--- config.mk ---
export PLATFORM = sky130hd
export DESIGN_NAME = vram_arbiter
export DESIGN_NICKNAME = d
export VERILOG_FILES = /design/src/rtl/vram_arbiter.sv
export SDC_FILE = /design/constraint.sdc
export NUM_CORES = 1
export LEC_CHECK = 0
export CAP_MARGIN = 5
export CORE_MARGIN = 1.5
export CORE_UTILIZATION = 42
export DETAILED_ROUTE_END_ITERATION = 8
export PLACE_DENSITY = 0.82
export SLEW_MARGIN = 40
export SYNTH_ARGS = -nofsm -noshare
export SYNTH_HDL_FRONTEND = slang
export SYNTH_SLANG_ARGS = --single-unit
--- constraint.sdc ---
create_clock -name clk -period 5 [get_ports clk]
set_input_delay 1 -clock clk [delete_from_list [all_inputs] [get_ports clk]]
set_output_delay 1 -clock clk [all_outputs]
set_load 0.02 [all_outputs]
--- src/rtl/vram_arbiter.sv ---
// Round-robin arbiter sharing one VRAM port among NUM_REQ graphics requesters,
// with per-requester lock for read-modify-write and an ack watchdog.
module vram_arbiter #(
    parameter int unsigned NUM_REQ        = 3,
    parameter int unsigned TIMEOUT_CYCLES = 1024
) (
    input  logic                    clk,
    input  logic                    reset_i,
    input  logic [NUM_REQ-1:0]      req_sel_i,
    input  logic [NUM_REQ-1:0]      req_wr_i,
    input  logic [NUM_REQ-1:0]      req_lock_i,
    input  logic [4*NUM_REQ-1:0]    req_mask_i,
    input  logic [32*NUM_REQ-1:0]   req_addr_i,
    input  logic [16*NUM_REQ-1:0]   req_data_i,
    output logic [NUM_REQ-1:0]      req_ack_o,
    output logic [NUM_REQ-1:0]      req_err_o,
    output logic [15:0]             req_data_o,
    output logic [NUM_REQ-1:0]      grant_o,
    input  logic                    vram_ack_i,
    output logic                    vram_sel_o,
    output logic                    vram_wr_o,
    output logic [3:0]              vram_mask_o,
    output logic [31:0]             vram_addr_o,
    input  logic [15:0]             vram_data_in_i,
    output logic [15:0]             vram_data_out_o
);

    localparam int unsigned PW = (NUM_REQ > 1) ? $clog2(NUM_REQ) : 1;
    localparam int unsigned CW = (TIMEOUT_CYCLES > 1) ? $clog2(TIMEOUT_CYCLES) : 1;

    typedef struct packed {
        logic        wr;
        logic [3:0]  mask;
        logic [31:0] addr;
        logic [15:0] data;
    } vram_cmd_t;

    typedef enum logic [1:0] {
        ST_IDLE    = 2'd0,
        ST_ISSUE   = 2'd1,
        ST_RELEASE = 2'd2,
        ST_LOCKED  = 2'd3
    } state_e;

    state_e              state_q, state_d;
    logic [PW-1:0]       ptr_q, ptr_d;
    logic [PW-1:0]       own_q, own_d;
    logic [CW-1:0]       cnt_q, cnt_d;
    logic                tmo_q, tmo_d;
    vram_cmd_t           cmd_q, cmd_d;
    logic                sel_q, sel_d;
    logic [NUM_REQ-1:0]  grant_q, grant_d;
    logic [NUM_REQ-1:0]  ack_q, ack_d;
    logic [NUM_REQ-1:0]  err_q, err_d;
    logic [15:0]         rdata_q, rdata_d;

    logic                win_any_c;
    logic [PW-1:0]       win_idx_c;
    int                  best_c;
    int                  dist_c;
    logic                own_sel_c;
    logic                own_lock_c;
    logic                tmo_hit_c;
    logic                issue_c;
    logic                release_c;
    logic [PW-1:0]       iss_idx_c;
    logic [PW-1:0]       ptr_next_c;
    vram_cmd_t           iss_cmd_c;

    // Round-robin winner: requester with the smallest circular distance from ptr.
    always_comb begin
        win_any_c = 1'b0;
        win_idx_c = '0;
        best_c    = int'(NUM_REQ);
        dist_c    = 0;
        for (int k = 0; k < int'(NUM_REQ); k++) begin
            dist_c = (k >= int'(ptr_q)) ? (k - int'(ptr_q))
                                        : (k + int'(NUM_REQ) - int'(ptr_q));
            if (req_sel_i[k] && (dist_c < best_c)) begin
                best_c    = dist_c;
                win_any_c = 1'b1;
                win_idx_c = PW'(k);
            end
        end
    end

    always_comb begin
        own_sel_c  = req_sel_i[own_q];
        own_lock_c = req_lock_i[own_q];
        tmo_hit_c  = (TIMEOUT_CYCLES != 0) && (cnt_q == CW'(TIMEOUT_CYCLES - 1));
        issue_c    = ((state_q == ST_IDLE) && win_any_c) ||
                     ((state_q == ST_LOCKED) && own_sel_c);
        // A timed-out transaction never keeps the port, whatever its lock says.
        release_c  = ((state_q == ST_RELEASE) && !(own_lock_c && !tmo_q)) ||
                     ((state_q == ST_LOCKED) && !own_sel_c && !own_lock_c);
        iss_idx_c  = (state_q == ST_LOCKED) ? own_q : win_idx_c;
        ptr_next_c = (own_q == PW'(NUM_REQ - 1)) ? '0 : (own_q + PW'(1));
    end

    // Payload mux for the requester being issued.
    always_comb begin
        iss_cmd_c = '0;
        for (int k = 0; k < int'(NUM_REQ); k++) begin
            if (PW'(k) == iss_idx_c) begin
                iss_cmd_c.wr   = req_wr_i[k];
                iss_cmd_c.mask = req_mask_i[4*k +: 4];
                iss_cmd_c.addr = req_addr_i[32*k +: 32];
                iss_cmd_c.data = req_data_i[16*k +: 16];
            end
        end
    end

    // State register.
    always_ff @(posedge clk or negedge reset_i) begin
        if (!reset_i) begin
            state_q <= ST_IDLE;
        end else begin
            state_q <= state_d;
        end
    end

    // Next-state logic.
    always_comb begin
        state_d = state_q;
        case (state_q)
            ST_IDLE: begin
                if (win_any_c) state_d = ST_ISSUE;
            end
            ST_ISSUE: begin
                if (vram_ack_i || tmo_hit_c) state_d = ST_RELEASE;
            end
            ST_RELEASE: begin
                state_d = (own_lock_c && !tmo_q) ? ST_LOCKED : ST_IDLE;
            end
            ST_LOCKED: begin
                if (own_sel_c) begin
                    state_d = ST_ISSUE;
                end else if (!own_lock_c) begin
                    state_d = ST_IDLE;
                end
            end
            default: state_d = ST_IDLE;
        endcase
    end

    // Output and datapath next values.
    always_comb begin
        cmd_d   = cmd_q;
        sel_d   = sel_q;
        grant_d = grant_q;
        ack_d   = '0;
        err_d   = '0;
        rdata_d = rdata_q;
        own_d   = own_q;
        ptr_d   = ptr_q;
        cnt_d   = cnt_q;
        tmo_d   = tmo_q;

        if (issue_c) begin
            cmd_d   = iss_cmd_c;
            sel_d   = 1'b1;
            grant_d = NUM_REQ'(1) << iss_idx_c;
            own_d   = iss_idx_c;
            cnt_d   = '0;
            tmo_d   = 1'b0;
        end

        if (state_q == ST_ISSUE) begin
            if (vram_ack_i) begin
                sel_d        = 1'b0;
                ack_d[own_q] = 1'b1;
                rdata_d      = vram_data_in_i;
            end else if (tmo_hit_c) begin
                sel_d        = 1'b0;
                ack_d[own_q] = 1'b1;
                err_d[own_q] = 1'b1;
                rdata_d      = '0;
                tmo_d        = 1'b1;
            end else begin
                cnt_d = cnt_q + CW'(1);
            end
        end

        if (release_c) begin
            grant_d = '0;
            ptr_d   = ptr_next_c;
        end
    end

    // Datapath and output registers.
    always_ff @(posedge clk or negedge reset_i) begin
        if (!reset_i) begin
            cmd_q   <= '{wr: 1'b0, mask: 4'hF, addr: 32'h0, data: 16'h0};
            sel_q   <= 1'b0;
            grant_q <= '0;
            ack_q   <= '0;
            err_q   <= '0;
            rdata_q <= '0;
            own_q   <= '0;
            ptr_q   <= '0;
            cnt_q   <= '0;
            tmo_q   <= 1'b0;
        end else begin
            cmd_q   <= cmd_d;
            sel_q   <= sel_d;
            grant_q <= grant_d;
            ack_q   <= ack_d;
            err_q   <= err_d;
            rdata_q <= rdata_d;
            own_q   <= own_d;
            ptr_q   <= ptr_d;
            cnt_q   <= cnt_d;
            tmo_q   <= tmo_d;
        end
    end

    assign req_ack_o       = ack_q;
    assign req_err_o       = err_q;
    assign req_data_o      = rdata_q;
    assign grant_o         = grant_q;
    assign vram_sel_o      = sel_q;
    assign vram_wr_o       = cmd_q.wr;
    assign vram_mask_o     = cmd_q.mask;
    assign vram_addr_o     = cmd_q.addr;
    assign vram_data_out_o = cmd_q.data;

endmodule
Word level (Yosys, flattened, before mapping):

Cells that the tools add are included.

* output and inout bits: 79
* register bits after elaboration: 96

* add/sub/neg operators: 8
* multiplexer cells: 48
* reductions and logical operators: 23
* magnitude comparators: 8
* equality and inequality tests: 10
* shifts and indexed selects: 1

Operators with widths (count)
* two-way mux 32 bit: 5
* two-way mux 53 bit: 3
* less-than comparator 32 bit: 2
* two-way mux 10 bit: 4
* less-than comparator 32 x 3 -> 1 bit (second input constant): 1
* two-way mux 16 bit: 2
* two-way mux 3 bit: 7
* two-way mux 2 bit: 8
* two-way mux 1 bit: 15
* adder 10 x 1 -> 10 bit (second input constant): 1
* equality test 10 bit (second input constant): 1
* logical AND 1 bit: 10
* case mux 2 bit (4 select lines): 1
* subtractor 3 x 2 -> 4 bit (first input constant): 2
* equality test 2 bit (second input constant): 3
* subtractor 1 x 2 -> 3 bit (first input constant): 2
* subtractor 2 x 2 -> 3 bit (first input constant): 2
* binary-select mux 1 bit (select 2 bit): 2
* >= comparator 1 x 2 -> 1 bit (first input constant): 2
* zero test 1 bit: 4
* zero test 2 bit: 2
* inequality test 2 bit (second input constant): 2
* nonzero test 2 bit: 2
* logical OR 1 bit: 3
* 12 further kinds: 12

Logic depth before layout (Yosys ltp):

* word-level depth: 17
* mapped depth: 17
* depth with buffers taken out: 15

Least setup slack after synthesis:

No wires, ideal clock.

* kind: input to register
* start point: in req_sel_i[0]
* end point: reg cmd_q (netlist bit vram_addr_o[14])
* buffers on the path: 2
* arrival: 3.464 ns
* required time: 4.897 ns
* slack: 1.432 ns
* setup time: 0.103 ns
* stages: 15
* path through: nor2b_1 > ha_1 > o21ai_0 > a31oi_1 > nor2_1 > a21o_1 > ha_1 > nand2_1 > a31o_2 > o311ai_4 > a211o_1 > and2_1 > buf_6 > buf_6 > o41ai_2

* word-level cells in the longest chain between the ends: 13
* elaborated cells between the ends (all ways): 24

Ends and longest elaborated chain
* start: declaration: line 9 `input logic [NUM_REQ-1:0] req_sel_i,`
* logical AND 1 bit: line 79 `if (req_sel_i[k] && (dist_c < best_c)) begin`
* two-way mux 32 bit: line 79
* less-than comparator 32 bit: line 79
* logical AND 1 bit: line 79
* two-way mux 32 bit: line 79
* less-than comparator 32 bit: line 79
* logical AND 1 bit: line 79
* two-way mux 2 bit: line 79
* two-way mux 2 bit: line 96 `iss_idx_c = (state_q == ST_LOCKED) ? own_q : win_idx_c;`
* zero test 2 bit: line 104 `if (PW'(k) == iss_idx_c) begin`
* two-way mux 53 bit (3 in a row): line 104
* end signal: assignment: line 193 `cmd_q <= '{wr: 1'b0, mask: 4'hF, addr: 32'h0, data: 16'h0};`
* end signal: assignment: line 204 `cmd_q <= cmd_d;`
* end: declaration: line 50 `vram_cmd_t cmd_q, cmd_d;`

Several ways; a longest one is shown, not always the timed one. The select of a mux whose other input is x is not followed.
A chain may end at the register's enable or synchronous reset.

Final worst setup path:

* start point: in req_sel_i[0]
* end point: reg cmd_q (netlist bit vram_addr_o[24])

Same word-level chain as after synthesis.

==> results.md <==
- The run finished with clean final reports.
- Setup repair after global routing left no endpoint under its margin.
- The critical path is of the in2reg type.
- Synthesis inferred 96 register bits.
- The clock period could shrink to 4.12 ns.
- The worst hold path stage count is 1.
- Summing all placed instances gives a cell area of 8310 sq um.
- The kind of launch point of the worst setup path is a primary input.
- The clock reaches the later pin of the worst-skew pair after 0.34 ns.
- The startpoint identified for the worst hold timing path is grant_o[0].
- The first-pass GRT wire length is 30900 um.
- Detailed placement finished with a half-perimeter wire length of 13800 um.
- The die is 118 um wide.
- In the routed layout, each cell is associated on average with a via count of 5.94.
- The total net switching power is 0.00254 W.
- The ratio of total power to cell area is 654 nW/um^2.
- The layout net count is 1035.
- The worst hold path terminates at grant_o[0].
- The critical path data arrival time is 4.33 ns.
- The most instantiated flip-flop cell in the synthesis netlist is sky130_fd_sc_hd__dfrtp_1.
- The detailed router finished its first iteration with 386 violations.
- Combinational logic burns 62.1% of the power.
- Of the synthesized area, sequential elements account for 43.1%.
- The count of instances resized after the clock tree is built is 0.
- The headroom to the max-slew limit is 51.4%.
- The number of max-slew violations in the final report is 0.
- The row count is 41.
- The via count of the first global-routing pass is 6186.
- No sink is reached through more buffers than the 2 on the longest clock path.
- The post-synthesis cell count is 607.
- The setup slack of the most critical reg-to-reg path is 1.26 ns.
- Per report_power, the sequential group accounts for 25.0% of the total.
- The total congestion overflow after global routing is 0.
- Ranked by instance count, the synthesized netlist is headed by 92 x sky130_fd_sc_hd__dfrtp_1, 61 x sky130_fd_sc_hd__nand3_1, 55 x sky130_fd_sc_hd__o22ai_1, 50 x sky130_fd_sc_hd__nand2_1, 47 x sky130_fd_sc_hd__o21ai_0.
- The number of clock buffers added by TritonCTS is 9.
- The required time of the critical path is 5.21 ns.
- In the final timing run, aggregate negative setup slack is 0 ns.
- The element type at the critical path end is a flip-flop.
- The initial antenna violation count is 0.
- By area the synthesized netlist is led by sky130_fd_sc_hd__dfrtp_1 41%, sky130_fd_sc_hd__o22ai_1 6.2%, sky130_fd_sc_hd__nand3_1 5.5%.
- The count of unique library cells instantiated by Yosys is 48.
- The switching part of the total is 45.0%.
- For the worst flop-to-flop path, the logic depth is 16.
- In this run the count of I/O pins placed on the die edge is 263.
- Among all cell types in the netlist, the one instantiated most often is sky130_fd_sc_hd__dfrtp_1.
- After clock tree synthesis, the clock-pin slew on the worst setup and hold paths is 0.06 ns.
- The origin of the critical flop-to-flop path is ptr_q[1].
- Counting flops with an async set or reset pin after synthesis yields a share of 100%.
- The CTS tree is yes.
- The area growth from synthesis to layout is 54.7%.
- The count of nets left with antenna violations once routing finished came out at 0.
- After detailed routing, the average wire length per cell comes to 18.9 um.
- The repair_antennas step left the layout with diodes totalling 0.
- The H-tree generated during clock tree synthesis spans 3 levels.
- For this design, the sink count on the clock tree is 96.
- The endpoint of the most critical register-to-register path is vram_addr_o[24].
- The floorplan step defined a die boundary enclosing 14000 sq um.
- The number of enable flip-flop cells after synthesis is 0.
- Buffers added to address setup during post-CTS repair amount to 0.
- The sum of internal, switching and leakage power is 0.00565 W.
- The internal portion of the total power is 0.00310 W.
- The number of endpoints with negative hold slack in the final report was 0.
- The cell area after synthesis is 5580 sq um.
- The share of final-layout standard cells stronger than drive strength 1 is 7.93%.
- The filler cells instantiated in the layout total 969.
- The global placer's final weighted congestion is 0.897.
- The number of buffer cells added on primary ports is 262.
- For the pin with the worst max-slew slack, the measured transition is 0.730 ns.
- The pin count of the biggest net entering global routing is 57.
- In this run the biggest area consumer among cell types represents 41.3% of the synthesized area.
- Once placement completed, the tool counted placed cells totaling 1001.
- Across all hold checks on the routed design, the worst slack comes to 0.487 ns.
- The warning count from the yosys run is 0.
- The leakage power summed over all cells is 3.58 nW.
- Of the available clock period, the critical path in the final layout requires 82.4%.
- Of all nets on the critical path, the largest fanout is 24.
- Of all cell types, the one taking the most synthesized area is sky130_fd_sc_hd__dfrtp_1.
- The first-pass iteration count of the detailed router is 5.
- Derived from the worst setup path, the maximum achievable clock frequency is 243 MHz.
- The maximum vdd drop is 0.427 mV.
- Setup violations remaining at the end of the flow were counted as 0.
- The net count after synthesis is 802.
- The effective utilization at floorplan is 43.7%.
- Measured along the y axis, the die boundary spans 118 um.
- The finished layout cell area is 8630 sq um.
- The tree is rooted in a sky130_fd_sc_hd__clkbuf_16.
- Clock skew on the completed layout was measured at 0.0130 ns.
- The finished layout holds 1017 standard cells, fillers aside.
- The core area is 12800 sq um.
- The worst hold path belongs to the class reg2reg.
- The quantity of hold-fixing buffers added after cts is 0.
- Dividing the synthesized area by the synthesized cell count gives 9.19 sq um.
- Detailed routing inserted a total of 6042 vias.
- The clock network burns 12.8% of the power.
- The count of maximum capacitance violations is 0.
- For this run, design rule violations remaining after detail routing come to 0.
- The overall routing resource usage is 27.3%.
- Wires add up to 19200 um.
## routing by layer
layer,share of wire (%),track usage [%]
met2,49,47.1
met5,0,0
met4,3.3,12.6
met1,40,32.8
met3,7.5,5.26
## critical path, stage by stage
cell and delay, ns:
sky130_fd_sc_hd__clkdlybuf4s50_1 0.45, sky130_fd_sc_hd__nor2b_1 0.17, sky130_fd_sc_hd__ha_1 0.33, sky130_fd_sc_hd__o21ai_0 0.13
sky130_fd_sc_hd__a31oi_1 0.22, sky130_fd_sc_hd__nor2_1 0.06, sky130_fd_sc_hd__a21o_1 0.15, sky130_fd_sc_hd__ha_1 0.26
sky130_fd_sc_hd__nand3_1 0.11, sky130_fd_sc_hd__o311ai_4 0.36, sky130_fd_sc_hd__buf_4 0.36, sky130_fd_sc_hd__o211ai_1 0.14
sky130_fd_sc_hd__buf_4 0.26, sky130_fd_sc_hd__o22ai_1 0.22, sky130_fd_sc_hd__o41ai_2 0.09
## worst max-delay path by stage
stage	from	to	slack, ns	cells after the start
floorplan	req_sel_i[0]	vram_addr_o[14]	1.43	15
global placement	req_sel_i[0]	vram_addr_o[19]	0.68	15
detailed placement	req_sel_i[0]	vram_addr_o[4]	0.56	14
CTS	req_sel_i[0]	vram_addr_o[4]	0.91	14
global route	req_sel_i[0]	vram_addr_o[4]	0.56	14
finish	req_sel_i[0]	vram_addr_o[24]	0.88	15
## kinds of logic (layout without fill, tap and decap cells)
| logic type | after synthesis | in the layout | synth area share [%] |
|---|---|---|---|
| AOI/OAI and AO/OA | 212 | 212 | 28.9 |
| xor gates and xnor gates | 1 | 1 | 0.157 |
| adders and majority gates | 11 | 11 | 2.47 |
| buffers and inverters | 65 | 303 | 4.96 |
| DFF | 96 | 96 | 43.1 |
| muxes | 8 | 8 | 1.52 |
| and+or+nand+nor | 214 | 214 | 18.8 |
## area by class of cell
class	instances	area, sq um	share of cell area [%]
inverters	9	33.8	0.391
repair buffers	278	2740	31.7
clock inverters	3	47.5	0.551
well taps	172	215	2.49
flip-flops and latches	96	2410	27.9
clock buffers	13	270	3.13
multi-input cells	446	2920	33.8
## cells in the final DEF, fill, tap and decap left out, types with 6 or more instances in the layout
| master | n |
|---|---|
| sky130_fd_sc_hd__a21oi_1 | 10 |
| sky130_fd_sc_hd__a22o_1 | 17 |
| sky130_fd_sc_hd__a2bb2oi_1 | 32 |
| sky130_fd_sc_hd__and3_1 | 6 |
| sky130_fd_sc_hd__buf_4 | 17 |
| sky130_fd_sc_hd__clkbuf_16 | 9 |
| sky130_fd_sc_hd__clkdlybuf4s50_1 | 261 |
| sky130_fd_sc_hd__dfrtp_1 | 91 |
| sky130_fd_sc_hd__ha_1 | 11 |
| sky130_fd_sc_hd__inv_1 | 9 |
| sky130_fd_sc_hd__nand2_1 | 49 |
| sky130_fd_sc_hd__nand3_1 | 60 |
| sky130_fd_sc_hd__nor2_1 | 15 |
| sky130_fd_sc_hd__nor2b_1 | 27 |
| sky130_fd_sc_hd__nor3_1 | 43 |
| sky130_fd_sc_hd__o21a_1 | 6 |
| sky130_fd_sc_hd__o21ai_0 | 46 |
| sky130_fd_sc_hd__o22ai_1 | 55 |
| sky130_fd_sc_hd__o41ai_2 | 16 |
## power groups by stage
| stage | registers (W) | clock network [W] | logic, W |
|---|---|---|---|
| 6_report | 0.00141 | 0.000725 | 0.00351 |
| 5_1_grt | 0.00146 | 0.000768 | 0.00378 |
| 4_1_cts | 0.00141 | 0.000734 | 0.00350 |
| 3_5_place_dp | 0.00141 | 0 | 0.00349 |
| 3_3_place_gp | 0.00140 | 0 | 0.00339 |
| 2_1_floorplan | 0.00169 | 0 | 0.00218 |
## sequential cells by signal, indices dropped and copies added (netlist names), 3 cells and up
register         count
vram_addr_o         32
req_data_o          16
vram_data_out_o     16
cnt_q               10
vram_mask_o          4
grant_o              3
req_ack_o            3
req_err_o            3
## metrics by stage
stage | util [%] | worst slack, ns
final | 67.6 | 0.878
after global routing | 67.6 | 0.562
after CTS | 67.6 | 0.910
after detailed placement | 65.1 | 0.559
after global placement | 65.1 | 0.679
after floorplan | - | 1.43
No activity file was read; power rests on OpenSTA's default activity.
